==> src/rtl/pwm_decoder.sv <==
// rtl/pwm_decoder.sv - PWM duty-cycle, transition-count and stuck-line decoder
//
// Purpose:
//   Integrates a single-bit PWM stream over a window of 2**MXWINBITS clock
//   cycles. At the end of every window it reports the high-sample count, a
//   quantized duty code, the transition count (saturating at 255) and
//   stuck-high / stuck-low flags, and raises a one-cycle duty_valid strobe.
//   Dropping enable or asserting reset mid-window discards the partial window.
//
// Optional feature macro: PWM_DECODER_SYNC_EN
//   defined   - two-flop ASYNC_REG synchronizer, pwm_in may be asynchronous
//   undefined - single input register, pwm_in must be synchronous to clock
//
// Ports:
//   clock      in   system clock
//   reset_n    in   synchronous reset, active-low
//   pwm_in     in   PWM stream
//   enable     in   measurement enable
//   duty       out  [MXDUTYBITS-1:0] quantized duty of the last window
//   high_cnt   out  [MXWINBITS:0]    high samples in the last window
//   edges      out  [7:0]            transitions in the last window (sat. 255)
//   duty_valid out  single-cycle strobe when results update
//   stuck_high out  last window all high with no transitions
//   stuck_low  out  last window all low with no transitions

module pwm_decoder #(
  parameter int MXWINBITS  = 10,
  parameter int MXDUTYBITS = 4
) (
  input  logic                  clock,
  input  logic                  reset_n,
  input  logic                  pwm_in,
  input  logic                  enable,
  output logic [MXDUTYBITS-1:0] duty,
  output logic [MXWINBITS:0]    high_cnt,
  output logic [7:0]            edges,
  output logic                  duty_valid,
  output logic                  stuck_high,
  output logic                  stuck_low
);

  typedef enum logic {
    ST_IDLE      = 1'b0,
    ST_INTEGRATE = 1'b1
  } state_t;

  localparam logic [MXWINBITS-1:0] WIN_LAST = '1;
  localparam logic [MXWINBITS-1:0] WIN_ONE  = 1;
  localparam logic [MXWINBITS:0]   WIN_FULL = {1'b1, {MXWINBITS{1'b0}}};

  state_t                r_state;
  state_t                w_state_next;
  logic                  w_s;
  logic                  r_s_prev;
  logic [MXWINBITS-1:0]  r_win_cnt;
  logic [MXWINBITS-1:0]  w_win_cnt_next;
  logic [MXWINBITS:0]    r_acc_high;
  logic [MXWINBITS:0]    w_acc_high_next;
  logic [MXWINBITS:0]    w_final_high;
  logic [7:0]            r_acc_edges;
  logic [7:0]            w_acc_edges_next;
  logic [7:0]            w_final_edges;
  logic                  w_edge;
  logic                  w_window_done;
  logic [MXDUTYBITS-1:0] w_duty;

  // Input sampling
`ifdef PWM_DECODER_SYNC_EN
  (* ASYNC_REG = "TRUE" *) logic r_sync1;
  (* ASYNC_REG = "TRUE" *) logic r_sync2;

  always_ff @(posedge clock) begin
    if (!reset_n) begin
      r_sync1 <= 1'b0;
      r_sync2 <= 1'b0;
    end else begin
      r_sync1 <= pwm_in;
      r_sync2 <= r_sync1;
    end
  end

  assign w_s = r_sync2;
`else
  logic r_sync1;

  always_ff @(posedge clock) begin
    if (!reset_n) begin
      r_sync1 <= 1'b0;
    end else begin
      r_sync1 <= pwm_in;
    end
  end

  assign w_s = r_sync1;
`endif

  // Next-state and accumulator logic. The "final" values fold in the current
  // cycle's sample so the window-end result includes its last sample.
  always_comb begin
    w_state_next     = r_state;
    w_win_cnt_next   = r_win_cnt;
    w_acc_high_next  = r_acc_high;
    w_acc_edges_next = r_acc_edges;
    w_window_done    = 1'b0;
    w_edge           = w_s ^ r_s_prev;
    w_final_high     = r_acc_high + {{MXWINBITS{1'b0}}, w_s};
    w_final_edges    = (r_acc_edges == 8'hFF) ? 8'hFF : (r_acc_edges + {7'd0, w_edge});

    unique case (r_state)
      ST_IDLE: begin
        w_win_cnt_next   = '0;
        w_acc_high_next  = '0;
        w_acc_edges_next = '0;
        if (enable) begin
          w_state_next = ST_INTEGRATE;
        end
      end
      ST_INTEGRATE: begin
        if (!enable) begin
          // Partial window is thrown away; outputs keep the last result.
          w_state_next     = ST_IDLE;
          w_win_cnt_next   = '0;
          w_acc_high_next  = '0;
          w_acc_edges_next = '0;
        end else if (r_win_cnt == WIN_LAST) begin
          // Back-to-back windows: clear and restart with no idle cycle.
          w_window_done    = 1'b1;
          w_win_cnt_next   = '0;
          w_acc_high_next  = '0;
          w_acc_edges_next = '0;
        end else begin
          w_win_cnt_next   = r_win_cnt + WIN_ONE;
          w_acc_high_next  = w_final_high;
          w_acc_edges_next = w_final_edges;
        end
      end
      default: begin
        w_state_next = ST_IDLE;
      end
    endcase
  end

  // A full window of highs carries into the top bit; truncation alone would
  // wrap it to zero, so it saturates instead.
  always_comb begin
    if (w_final_high[MXWINBITS]) begin
      w_duty = '1;
    end else begin
      w_duty = w_final_high[MXWINBITS-1 -: MXDUTYBITS];
    end
  end

  always_ff @(posedge clock) begin
    if (!reset_n) begin
      r_state     <= ST_IDLE;
      r_s_prev    <= 1'b0;
      r_win_cnt   <= '0;
      r_acc_high  <= '0;
      r_acc_edges <= '0;
      duty        <= '0;
      high_cnt    <= '0;
      edges       <= '0;
      duty_valid  <= 1'b0;
      stuck_high  <= 1'b0;
      stuck_low   <= 1'b0;
    end else begin
      r_state     <= w_state_next;
      // Tracked in every state so the first INTEGRATE cycle compares against
      // a real previous sample rather than a stale value.
      r_s_prev    <= w_s;
      r_win_cnt   <= w_win_cnt_next;
      r_acc_high  <= w_acc_high_next;
      r_acc_edges <= w_acc_edges_next;
      duty_valid  <= w_window_done;
      if (w_window_done) begin
        duty       <= w_duty;
        high_cnt   <= w_final_high;
        edges      <= w_final_edges;
        stuck_high <= (w_final_edges == 8'd0) && (w_final_high == WIN_FULL);
        stuck_low  <= (w_final_edges == 8'd0) && (w_final_high == '0);
      end
    end
  end

endmodule
==> config.mk <==
export PLATFORM = sky130hd
export DESIGN_NAME = pwm_decoder
export DESIGN_NICKNAME = d
export VERILOG_FILES = /design/src/rtl/pwm_decoder.sv
export SDC_FILE = /design/constraint.sdc
export NUM_CORES = 1
export LEC_CHECK = 0
export CORE_MARGIN = 1
export CORE_UTILIZATION = 45
export DETAILED_ROUTE_END_ITERATION = 7
export PLACE_DENSITY = 0.7
export SLEW_MARGIN = 20
export SYNTH_ARGS = -nofsm -noshare
export SYNTH_HDL_FRONTEND = slang
export SYNTH_SLANG_ARGS = --single-unit
==> constraint.sdc <==
create_clock -name clock -period 2.45 [get_ports clock]
set_input_delay 0.6125 -clock clock [delete_from_list [all_inputs] [get_ports clock]]
set_output_delay 0.6125 -clock clock [all_outputs]
set_load 0.01 [all_outputs]
After elaboration in Yosys (flattened, before gate mapping)
Cells that the tools add are included.
Word-level totals
  bits in registers: 58
  bits of input ports: 4
  output and inout bits: 26
  logic and storage cells: 39
Operators by class
  $add $sub $neg: 3
  equal/unequal tests: 3
  multiplexer cells: 15
  bitwise logic cells: 2
  reduce and logical (&&, ||, !) cells: 4
Operator list (count)
  $mux 8: 3
  $mux 11: 2
  $pmux 11 s2: 1
  $mux 10: 2
  $pmux 10 s2: 1
  $pmux 8 s2: 1
  $add 11x1->11: 1
  $eq 11x11->1 const B: 1
  $logic_not 11->1: 1
  $add 10x1->10 const B: 1
  $eq 10x10->1 const B: 1
  $add 8x1->8: 1
  $eq 8x8->1 const B: 1
  $logic_not 8->1: 1
  $mux 1: 4
  $mux 4: 1
  $logic_and 1x1->1: 2
  $not 1->1: 1
  $xor 1x1->1: 1

Logic depth before layout (Yosys ltp)
Gate-level depths: netlist of run 1.
  depth in word-level cells: 6
  depth in mapped cells: 9
  mapped depth without buffers: 8

Worst setup path after synthesis of run 1
OpenSTA, ideal clock, no wires.
  kind: register to register
  from: register r_sync1
  to: register stuck_high
  setup time: 0.069 ns
  arrival: 1.781 ns
  data required time: 2.381 ns
  setup slack: 0.600 ns
  stages on the path, launching flop included: 9
  path buffers: 0
  clock period less this slack: 1.850 ns
  cells stage by stage: dfxtp_1 -> xor2_1 -> ha_1 -> ha_1 -> or4_1 -> nor2_1 -> and4b_1 -> nand4_1 -> o21ai_1
Between the ends
  word-level cells in the longest chain between the ends: 5
  elaborated cells on any way between the ends: 7
RTL lines
  start: declaration: RTL line 84  | logic r_sync1;
  start signal: assignment: RTL line 90  | r_sync1 <= pwm_in;
  $xor 1x1->1: RTL line 105  | w_edge = w_s ^ r_s_prev;
  $add 8x1->8: RTL line 107  | w_final_edges = (r_acc_edges == 8'hFF) ? 8'hFF : (r_acc_edges + {7'd0, w_edge});
  $mux 8: RTL line 107
  $logic_not 8->1: RTL line 179  | stuck_high <= (w_final_edges == 8'd0) && (w_final_high == WIN_FULL);
  $logic_and 1x1->1 *: RTL line 179
  end signal: assignment: RTL line 179
  end: declaration: RTL line 38  | output logic stuck_high,
Every way passes the cells marked *; elsewhere a longest branch is shown, timed or not.
A chain may end at the register's enable or synchronous reset.

Final worst setup path of run 1
  from: register r_sync1
  to: register high_cnt[10]
Between the ends
  word-level cells in the longest chain between the ends: 1
RTL lines
  $add 11x1->11: RTL line 106  | w_final_high = r_acc_high + {{MXWINBITS{1'b0}}, w_s};
  end signal: assignment: RTL line 177  | high_cnt <= w_final_high;
  end: declaration: RTL line 35  | output logic [MXWINBITS:0] high_cnt,
Every way passes these cells.

==> impl_metrics.ini, run 1 <==
[run_status]
status = finished clean

[clocking]
cts_resized = 0
ctsHoldBuffers = 0
tritoncts = done
clk_path_buf_depth = 2
cts_buffers = 9
cts_root_buffer = clkbuf_8
ctsHtreeMaxLevel = 3
clock_latency_ns = 0.33
clkTransAtPathRegs_ns = 0.06
numClockSinks = 58
post_cts_buffers = 0

[floorplanning]
num_io_pins = 30
start_util_pct = 47.4
die_w_um = 76.1
core_mm2 = 0.00520
num_rows = 26
die_h_um = 76.1
die_area_mm2 = 0.00579

[routing]
vias = 1916
vias_per_cell = 5.10
routed_wl_mm = 4.96
wl_per_cell_um = 13.2
drc_errors = 0
drtIter0Drc = 94
drtPass1Iterations = 4
ant_nets = 0

[final_layout]
multi_input_area_mm2 = 0.00123
nets = 311
design_area_mm2 = 0.00302
areaGrowthSynthToFinish_pct = 22.4
regArea_mm2 = 0.00116
fin_cells = 376
drive_gt1_share_pct = 10.5
num_antenna_cells = 0
final_util_pct = 58.0
fillers = 490

[worst_hold_path]
hold_class = register to register

[global_route]
antenna_found_initial = 0
grt_max_degree = 29
grt_pass1_vias = 1841
grt_pass1_wl_mm = 8.52
track_usage_pct = 19.1
grt_overflow = 0

[critical_path]
required_ns = 2.67
startpoint_type = register
crit_type = register to register
cp.arrival_ns = 2.23
endpoint_kind = register
critPathMaxFanout = 8

[power]
total_power_mw = 1.82
power_leakage_nw = 1.28
powerDensity_mw_per_mm2 = 602
ir_drop_uv = 402

[yosys]
netlist_area_mm2 = 0.00247
synthSimpleGateAreaFrac_pct = 26.4
synth.area.mux_share_pct = 1.47
synth_compound_area_share_pct = 11.2
synth_common_cells = 58 x dfxtp_1, 36 x nor2_1, 30 x nand2_1
synth_nets = 277
synth-edff-count = 0
syn_inst = 268
ys_ff_latch = 58
synth_flop_cell = dfxtp_1
synth_xor_area_share_pct = 8.11
syn_avg_cell_area_um2 = 9.21
synth_most_common_cell = dfxtp_1
yosysUniqueCellTypes = 48
yosysWarnings = 0
async_flop_share_pct = 0
synthAdderAreaFrac_pct = 2.53
synth_top_area_share_pct = 47.0
synth_top_family_by_area = simple AND/OR/NAND/NOR gates
ys_seq_area_share_pct = 47.0
ys_top_cells_by_area = dfxtp_1 47%, o211a_1 5.7%, nor2_1 5.5%
yosys.area.top_type = dfxtp_1

[placed_design]
dp.cells = 361
dp_slack_ns = 0.309
port_buffers = 29
place_congestion = 0.799
placed_area_mm2 = 0.00284
dp_hpwl_mm = 3.40

[timing]
hold_violations = 0
max_slew_margin_pct = 64.4
rsz0062_at_grt = false
skew_ns = 0.00548
tightestPinTransition_ns = 0.533
finalWorstSetupSlack_ns = 0.444
fin_crit_sh_pct = 81.9
clock.fmax_mhz = 499
min_period_ns = 2.01
setup_violations = 0
tns_ns = 0
worst_hold_slack_ns = 0.455
slew_violations = 0

[job]
drv_cap = 0
## placed cells by master, fill, tap and decap left out, types with 6 or more instances in the layout
cell type / count
o211a_1: 14
and3_1: 7
dfxtp_1: 58
nor2_1: 36
a31oi_1: 6
nand4_1: 6
clkdlybuf4s50_1: 29
clkbuf_8: 10
xnor2_1: 10
xor2_1: 11
nand3_1: 13
nand2_1: 30
## cell families (layout without fill, tap and decap cells)
group / Yosys count / count (layout)
XOR/XNOR: 22 / 22
AO/OA/AOI/OAI: 37 / 37
adder cells (fa/ha/maj): 5 / 5
multiplexers: 3 / 3
buffers and inverters: 16 / 54
flip-flops: 58 / 58
AND/OR/NAND/NOR: 127 / 127
## report_power, final
group	total, mW	internal, mW	switching (mW)
registers	0.949	0.947	0.00262
logic	0.0341	0.0147	0.0193
clock network	0.836	0.489	0.348
## sequential cells by signal, summed over array words and instances, names as in the netlist
signal	cells
r_acc_edges	8
duty	4
stuck_high	1
duty_valid	1
r_win_cnt	10
r_sync1	1
edges	8
r_acc_high	11
r_s_prev	1
stuck_low	1
high_cnt	11
r_state	1
## worst paths after layout
| check | startpoint | end | slack, ns | cells past startpoint |
|---|---|---|---|---|
| setup / recovery | r_sync1$_SDFF_PN0_ | high_cnt[10]$_SDFFE_PN0P_ | 0.44 | 8 |
| hold / removal | high_cnt[0]$_SDFFE_PN0P_ | high_cnt[0]$_SDFFE_PN0P_ | 0.45 | 2 |
| setup reg to reg | r_sync1$_SDFF_PN0_ | high_cnt[10]$_SDFFE_PN0P_ | 0.44 | 8 |
| hold reg to reg | high_cnt[0]$_SDFFE_PN0P_ | high_cnt[0]$_SDFFE_PN0P_ | 0.45 | 2 |
## critical path, cell delays in order (launching register included)
cell and delay [ns]:
dfxtp_1 0.37, ha_1 0.22, ha_1 0.25, nand3_1 0.18
nor2_2 0.20, and3_1 0.22, xnor2_2 0.21, nand2_1 0.11
o211a_1 0.14
## cell type report
class | instances | share of cell area [%]
sequential | 58 | 38.4
timing repair buffer | 34 | 11.3
tap | 70 | 2.90
clock inverter | 3 | 1.33
multi-input combinational | 194 | 40.6
inverter | 5 | 0.621
clock buffer | 12 | 4.81
## layer usage
metal / GRT usage, % / wire [um] / vias to the layer above / part of all wire [%]
met5: 0 / 0 / - / 0
met4: 11.5 / 86 / 0 / 1.7
met2: 29.5 / 2190 / 38 / 44
met3: 3.95 / 183 / 6 / 3.7
li1: - / - / 991 / -
met1: 24.4 / 2490 / 881 / 50
(Power assumes the default switching activity.)
==> run 2: changes to the inputs <==
==> constraint.sdc (replaced) <==
create_clock -name clock -period 2 [get_ports clock]
set_input_delay 0.5 -clock clock [delete_from_list [all_inputs] [get_ports clock]]
set_output_delay 0.5 -clock clock [all_outputs]
set_load 0.01 [all_outputs]
==> run 2 against run 1 <==
- clock skew is 0.0012 ns lower
- die area unchanged
- global-route usage up 0.32 points
- design area is 2.5% higher
- count of clock-buffer cells in the layout grew 1
- critical path depth fell by 1
- hold slack better by 0.0050 ns
- combinational power is 33% higher
- non-clock buffer count up 6
- sequential cell count stayed put
- first-iteration DRC count down 19%
- setup slack got worse by 0.43 ns
- critical path type unchanged
- largest cell class unchanged
==> impl_metrics.ini, run 2 (synthesis results as in run 1) <==
[final_layout]
drive_gt1_share_pct = 14.1
final_util_pct = 59.5
nets = 317
final_cell_mix = 57 x dfxtp_1, 35 x nor2_1, 30 x nand2_1
fin_cells = 382
num_antenna_cells = 0
design_area_mm2 = 0.00310
fillers = 457
layout_commonest_cell = dfxtp_1
reg_top3 = high_cnt: 11 flops, r_acc_high: 11 flops, r_win_cnt: 10 flops
areaGrowthSynthToFinish_pct = 25.4

[global_route]
track_usage_pct = 19.4
grt_overflow = 0
grt_max_degree = 29
grt_pass1_vias = 1854
antenna_found_initial = 0
grt_pass1_wl_mm = 8.73

[clocking]
ctsHtreeMaxLevel = 3
ctsHoldBuffers = 0
tritoncts = done
cts_buffers = 9
clk_path_buf_depth = 2
cts_resized = 0
clock_latency_ns = 0.33
cts_root_buffer = clkbuf_8
numClockSinks = 58
clkTransAtPathRegs_ns = 0.06
post_cts_buffers = 0

[critical_path]
path_cells = ha_1 > ha_1 > or4_4 > nor2_2 > and4b_1 > nand4_1 > o21ai_1
slowest_stage = or4_4
cpMostUsedCell = ha_1
worstSetupStartpoint = r_sync1$_SDFF_PN0_
worstSetupPathDepth = 7
r2r-end = stuck_low$_SDFFE_PN0P_
path_delay_family = simple AND/OR/NAND/NOR gates
endpoint_kind = register
r2r_cells = 7
slowest_delay_ns = 0.51
cp.arrival_ns = 2.25
critPathMaxFanout = 3
critPathBufInv = 0
required_ns = 2.26
rrSetupSlack_ns = 0.01
startpoint_type = register
cp-endpoint = stuck_low$_SDFFE_PN0P_
crit_type = register to register
reg2reg_from = r_sync1$_SDFF_PN0_

[timing]
slew_violations = 0
tightestPinTransition_ns = 0.395
setup_violations = 0
clock.fmax_mhz = 503
hold_violations = 0
min_period_ns = 1.99
skew_ns = 0.00431
fin_crit_sh_pct = 99.3
finalWorstSetupSlack_ns = 0.0132
max_slew_margin_pct = 73.5
rsz0062_at_grt = true

[placed_design]
dp.cells = 367
dp_slack_ns = 0.0372
port_buffers = 29
placed_area_mm2 = 0.00288
dp_hpwl_mm = 3.51
place_congestion = 0.851

[worst_hold_path]
hold_class = register to register

[power]
combPwrFrac_pct = 2.1
seq_power_share_pct = 54.2
p_sw_uw = 456
swShare_pct = 21.3
powerDensity_mw_per_mm2 = 693
p_int_mw = 1.69
power_leakage_nw = 1.29
clockPowerShare_pct = 43.7
ir_drop_uv = 519

[routing]
vias = 1941
vias_per_cell = 5.08
routed_wl_mm = 4.92
routed.top_layer = met4
routed-wl-met2_mm = 2.14
drtPass1Iterations = 4
wl_per_cell_um = 12.9
drc_errors = 0
dr_wl_met3_um = 179
wl_met1_mm = 2.53
drtIter0Drc = 76
ant_nets = 0

[floorplanning]
start_util_pct = 47.4
core_mm2 = 0.00520
num_rows = 26
die_h_um = 76.1
die_w_um = 76.1
num_io_pins = 30
die_area_mm2 = 0.00579

[run_status]
status = finished clean

[job]
drv_cap = 0
[run 2: routing by layer]
| layer | track usage, % | vias up |
|---|---|---|
| met5 | 0 | - |
| met2 | 29.3 | 31 |
| li1 | - | 1005 |
| met1 | 25.1 | 899 |
| met4 | 6.92 | 0 |
| met3 | 7.54 | 6 |
[run 2: through the flow]
| step | power, mW | hold slack [ns] | TNS [ns] |
|---|---|---|---|
| after floorplan | 1.21 | 0.430 | 0 |
| after global placement | 1.23 | 0.440 | 0 |
| after detailed placement | 1.23 | 0.458 | 0 |
| after CTS | 2.17 | 0.466 | 0 |
| after global routing | 2.24 | 0.485 | -0.203 |
| final | 2.15 | 0.460 | 0 |
[run 2: cell type report]
type	count	area, um2	share of cell area [%]
multi-input cells	194	1270	41.0
flip-flops and latches	58	1160	37.6
repair buffers	40	385	12.4
clock buffers	13	159	5.13
well taps	70	87.6	2.83
inverters	5	18.8	0.606
clock inverters	2	12.5	0.404
[run 2: worst min path at each step]
stage	from	endpoint	slack, ns	cells past startpoint
floorplan	r_win_cnt[0]$_SDFF_PP0_	r_win_cnt[0]$_SDFF_PP0_	0.43	1
global placement	high_cnt[1]$_SDFFE_PN0P_	high_cnt[1]$_SDFFE_PN0P_	0.44	2
detailed placement	high_cnt[0]$_SDFFE_PN0P_	high_cnt[0]$_SDFFE_PN0P_	0.46	2
CTS	edges[7]$_SDFFE_PN0P_	edges[7]$_SDFFE_PN0P_	0.47	2
global route	edges[7]$_SDFFE_PN0P_	edges[7]$_SDFFE_PN0P_	0.49	2
finish	high_cnt[0]$_SDFFE_PN0P_	high_cnt[0]$_SDFFE_PN0P_	0.46	2
[run 2: worst register-to-register path: stages (launching register included)]
cell     delay [ns]
dfxtp_2        0.33
ha_1           0.21
ha_1           0.30
or4_4          0.51
nor2_2         0.08
and4b_1        0.20
nand4_1        0.12
o21ai_1        0.16
[run 2: power by group through the flow]
stage / combinational, mW / clock (mW) / sequential (mW)
final: 0.0453 / 0.937 / 1.16
after global routing: 0.0501 / 1.03 / 1.16
after CTS: 0.0420 / 0.963 / 1.16
after detailed placement: 0.0418 / 0 / 1.19
after global placement: 0.0414 / 0 / 1.19
after floorplan: 0.0250 / 0 / 1.19
